===== src/rtl/cla_seq_pkg.sv =====
`default_nettype none
// ============================================================================
// Module   : cla_seq_pkg
// Brief    : Shared state encoding and index-width helper for the nibble
//            sequencer.
// Revision : 1.0 - initial release
// ============================================================================
package cla_seq_pkg;

    localparam logic [1:0] c_idle = 2'd0;
    localparam logic [1:0] c_add  = 2'd1;
    localparam logic [1:0] c_done = 2'd2;

    // Width of the nibble index, never narrower than one bit.
    function automatic int idx_width(input int n);
        return (n <= 2) ? 1 : $clog2(n);
    endfunction

endpackage
`default_nettype wire


===== src/rtl/cla_nibble_sequencer.sv =====
`default_nettype none
// ============================================================================
// Module   : cla_nibble_sequencer
// Brief    : Sequences an external 4-bit CLA across a wide operand, LSB
//            nibble first, with optional accumulate of the previous result.
// Revision : 1.0 - initial release
// ============================================================================
module cla_nibble_sequencer
    import cla_seq_pkg::*;
#(
    parameter int NIBBLES = 2
) (
    input  logic                 clk,
    input  logic                 rst_n,
    input  logic                 start,
    input  logic                 acc,
    input  logic [4*NIBBLES-1:0] a,
    input  logic [4*NIBBLES-1:0] b,
    output logic [3:0]           cla_a,
    output logic [3:0]           cla_b,
    output logic                 cla_cin,
    input  logic [3:0]           cla_sum,
    input  logic                 cla_cout,
    output logic                 busy,
    output logic                 done,
    output logic [4*NIBBLES-1:0] sum,
    output logic                 cout
);

    localparam int W  = 4 * NIBBLES;
    localparam int IW = idx_width(NIBBLES);
    localparam logic [IW-1:0] c_last_idx = IW'(NIBBLES - 1);

    logic [1:0]    r_state;
    logic [IW-1:0] r_idx;
    logic          r_carry;
    logic [W-1:0]  r_op_a;
    logic [W-1:0]  r_op_b;
    logic [W-1:0]  r_res;
    logic [W-1:0]  r_sum;
    logic          r_cout;
    logic [W-1:0]  w_res_next;

    always_comb begin
        w_res_next = r_res;
        w_res_next[4*r_idx +: 4] = cla_sum;
    end

    always_comb begin
        cla_a   = 4'd0;
        cla_b   = 4'd0;
        cla_cin = 1'b0;
        if (r_state == c_add) begin
            cla_a   = r_op_a[4*r_idx +: 4];
            cla_b   = r_op_b[4*r_idx +: 4];
            cla_cin = r_carry;
        end
    end

    always_ff @(posedge clk) begin
        if (!rst_n) begin
            r_state <= c_idle;
            r_idx   <= '0;
            r_carry <= 1'b0;
            r_op_a  <= '0;
            r_op_b  <= '0;
            r_res   <= '0;
            r_sum   <= '0;
            r_cout  <= 1'b0;
        end else begin
            case (r_state)
                c_idle: begin
                    if (start) begin
                        r_op_a  <= acc ? r_sum : a;
                        r_op_b  <= b;
                        r_idx   <= '0;
                        r_carry <= 1'b0;
                        r_state <= c_add;
                    end
                end
                c_add: begin
                    r_res   <= w_res_next;
                    r_carry <= cla_cout;
                    // Commit on the DONE-entry edge so the result shows with done.
                    if (r_idx == c_last_idx) begin
                        r_sum   <= w_res_next;
                        r_cout  <= cla_cout;
                        r_state <= c_done;
                    end else begin
                        r_idx <= r_idx + 1'b1;
                    end
                end
                c_done:  r_state <= c_idle;
                default: r_state <= c_idle;
            endcase
        end
    end

    assign busy = (r_state == c_add);
    assign done = (r_state == c_done);
    assign sum  = r_sum;
    assign cout = r_cout;

endmodule
`default_nettype wire

===== config.mk =====
export PLATFORM = sky130hd
export DESIGN_NAME = cla_nibble_sequencer
export DESIGN_NICKNAME = d
export VERILOG_FILES = /design/src/rtl/cla_seq_pkg.sv /design/src/rtl/cla_nibble_sequencer.sv
export SDC_FILE = /design/constraint.sdc
export NUM_CORES = 1
export LEC_CHECK = 0
export ABC_AREA = 1
export CAP_MARGIN = 10
export CORE_ASPECT_RATIO = 0.6
export CORE_MARGIN = 4
export CORE_UTILIZATION = 30
export DETAILED_ROUTE_END_ITERATION = 10
export GPL_TIMING_DRIVEN = 0
export PLACE_DENSITY = 0.6
export SYNTH_ARGS = -nofsm -noshare
export SYNTH_HDL_FRONTEND = slang
export SYNTH_SLANG_ARGS = --single-unit
export TNS_END_PERCENT = 100

===== constraint.sdc =====
create_clock -name clk -period 1.4 [get_ports clk]
set_input_delay 0.14 -clock clk [delete_from_list [all_inputs] [get_ports clk]]
set_output_delay 0.14 -clock clk [all_outputs]
set_load 0.005 [all_outputs]

==> impl_results.md, run 1 <==
- CP endpoint kind: primary output
- DIE AREA: 6326 um^2
- DRC: 0
- Die height: 63.23 um
- CTS tree: built
- # rows: 19
- Non-filler cells, final: 367
- Pwr dens: 1048 nW/um^2
- Fmax: 0.6756 GHz
- Ys Warns: 0
- R2R depth: 7
- Clk slew on worst S/H paths: 70 ps
- Setup TNS: -352.5 ps
- Post-Syn Area: 1525 um^2
- Crit path launch type: register
- Aggregate global-route resource usage: 0.1426
- Dpl cells: 344
- CP required: 1260 ps
- Slew @ Worst Pin: 460.8 ps
- CP Buf/Inv Count: 4
- Fraction of layout cells with a size suffix above 1: 0.2072
- HPWL Detailed: 3088 um
- WS Path Type: register to primary output
- Synth Instances: 239
- Endpoints failing hold: 0
- Hold path endpoint: sum[7]$_SDFFE_PN0P_
- Worst-path fanout max: 4
- Post-Synthesis Mean Instance Area: 6.382 um^2
- Slew Limit Fails: 0
- GRT Residual Overflow: 0
- Crit path time final: 1480 ps
- CTS buffer count: 5
- Clock tree buffer depth: 2
- Failing checks: negative setup slack
- Die Wd: 100.1 um
- Placed Area: 2024 um^2
- FF+latch count, synth: 33
- Worst path top cell family by delay: buffers and inverters
- Layout fillers: 496
- Clock Skews: 10.95 ps
- Drt wl/cell: 12.11 um
- Core area: 4731 um^2
- Critical R2R Capture: r_op_a[0]$_SDFFE_PN0P_
- Nets: 328
- Maximum vdd drop: 0.0004757 V
- Core Util, Final: 0.4848
- Final WL: 4446 um
- Vias per cell: 4.414
- Most used cell along the critical path: buf_6
- Root Driver: clkbuf_8
- Initial Util: 0.3224
- Fin area: 2293 um^2
- Setup Slack @ Placement: -498.8 ps
- Area Growth Syn to Fin: 50.37%
- First-pass GRT wire length: 7010 um
- Synth unique cells: 15
- Tot Pwr: 2.403 mW
- Arrival time worst endpoint: 1340 ps
- TritonRoute pass-1 iters: 6
- Worst Hold Class: input port to register
- Hold depth: 3
- Max cap viols: 0
- IO buf count: 42
- Sequential share of the synthesized area: 0.4331
- CTS H-tree depth: 2
- Critical-path cell list: inv_4 > nand2_4 > nor2_4 > buf_6 > buf_6 > nand2_2 > o21ai_2 > buf_2
- Lkg Pwr: 1.161 nW
- IO Count: 45
- Period Utilization, post-route: 1.057
- Critical path's slowest cell: dfxtp_4
- RSZ-0062 raised after global routing: yes
- Status: complete, but fails checks
- Hold_buf cts: 0
- Routed vias: 1620
- Number of diodes: 0
- Number of global-route vias before repair: 1422
- Max-slew headroom: 0.6928
- Endpoints failing setup: 8
- Fin Hold WS: 258.4 ps
- Clock tree sinks: 33
- Later-pin clock latency in the skew report: 300 ps
- Max incr delay on CP: 350 ps
- Largest net degree at the start of global routing: 11
- Final Wtd Congestion: 0.7676
- R2r setup slk: 70 ps
- Syn_nets: 264
- DRT antenna net count: 0
- Post-route setup slack: -80.19 ps
- Worst flop-to-flop path startpoint: r_state[1]$_SDFFE_PN0P_
- Initial antenna violation count: 0
- Hold path startpoint: rst_n
- Starting DRT DRC Count: 119
## synthesized netlist by cell type
cell	number	share of area
nor2_1	44	0.11
dfxtp_1	33	0.43
o21ai_0	13	0.043
a21oi_1	3	0.0098
nand2_1	69	0.17
nand3_1	27	0.089
buf_4	1	0.0049
buf_1	1	0.0025
buf_2	5	0.016
buf_6	1	0.0074
clkbuf_1	3	0.0074
inv_1	35	0.086
nand2_2	1	0.0041
nor2_4	2	0.015
nor2_2	1	0.0041
## routing by layer
layer,track usage,vias up,share of wire
met5,0,-,0
met4,0.02521,0,0.0052
met3,0.05623,3,0.079
met2,0.1836,50,0.39
met1,0.2199,723,0.53
li1,-,844,-
## final cells by class
type	instances	area, um^2	area share
tap	63	78.83	0.03437
timing repair buffer	57	496.7	0.2166
clock buffer	7	86.33	0.03764
sequential	33	669.4	0.2919
clock inverter	1	30.03	0.01309
multi-input combinational	160	728.2	0.3175
inverter	35	133.9	0.05837
buffer	11	70.07	0.03055
## worst register-to-register path: cells and delay by family (launching register included)
kind,cells,cell delay [ps]
AND/OR/NAND/NOR,4,430
buffers and inverters,3,440
flip-flops,1,350
## report_power, final
| part | leakage (nW) | switching, mW | internal, mW | total [mW] |
|---|---|---|---|---|
| Sequential | 0.273 | 0.0412 | 1.00 | 1.04 |
| Clock | 0.0585 | 0.358 | 0.580 | 0.938 |
| Combinational | 0.830 | 0.222 | 0.199 | 0.421 |
| Total | 1.16 | 0.621 | 1.78 | 2.40 |
## how the worst max path moves through the flow
stage	cells past startpoint	slack (ps)	startpoint	to
3_5_place_dp	6	-500	r_state[0]$_SDFFE_PN0P_	cla_a[2]
6_report	8	-80	r_state[1]$_SDFFE_PN0P_	cla_a[2]
2_1_floorplan	6	260	r_state[1]$_SDFFE_PN0P_	cla_a[2]
4_1_cts	8	-140	r_state[1]$_SDFFE_PN0P_	cla_a[2]
3_3_place_gp	6	-520	r_state[0]$_SDFFE_PN0P_	cla_a[2]
5_1_grt	8	-170	r_state[1]$_SDFFE_PN0P_	cla_a[2]
## state kept, by name, summed over array words and instances (netlist names)
register and count:
r_res 4, r_idx 1, r_op_b 8, r_state 2, r_op_a 8, r_carry 1, cout 1, sum 8
## kinds of logic (layout without fill, tap and decap cells)
logic type,after synthesis,after routing,synth area share
simple gates,144,144,0.3897
buf+inv,46,111,0.1247
flops,33,33,0.4331
compound gates,16,16,0.05250
## cell usage in the layout (no fill, tap or decap), drive strengths merged
cell	n
clkdlybuf4s50	31
dlygate4sd2	2
a21oi	3
buf	31
nand2	70
nand3	27
o21ai	13
dfxtp	33
bufinv	1
clkbuf	11
inv	35
nor2	47
## timing repair
item / in CTS / in global routing
setup buffers: 10 / 6
endpoints found under the setup margin: 11 / 25
pin swaps: 6 / 4
resized for setup: 61 / 15
(Power assumes the default switching activity.)
==> run 2: changes to the inputs <==
Settings changed: PLACE_DENSITY 0.6 to default.
==> results of run 2 <==
The final DEF is identical to that of run 1; final timing and power are the same.
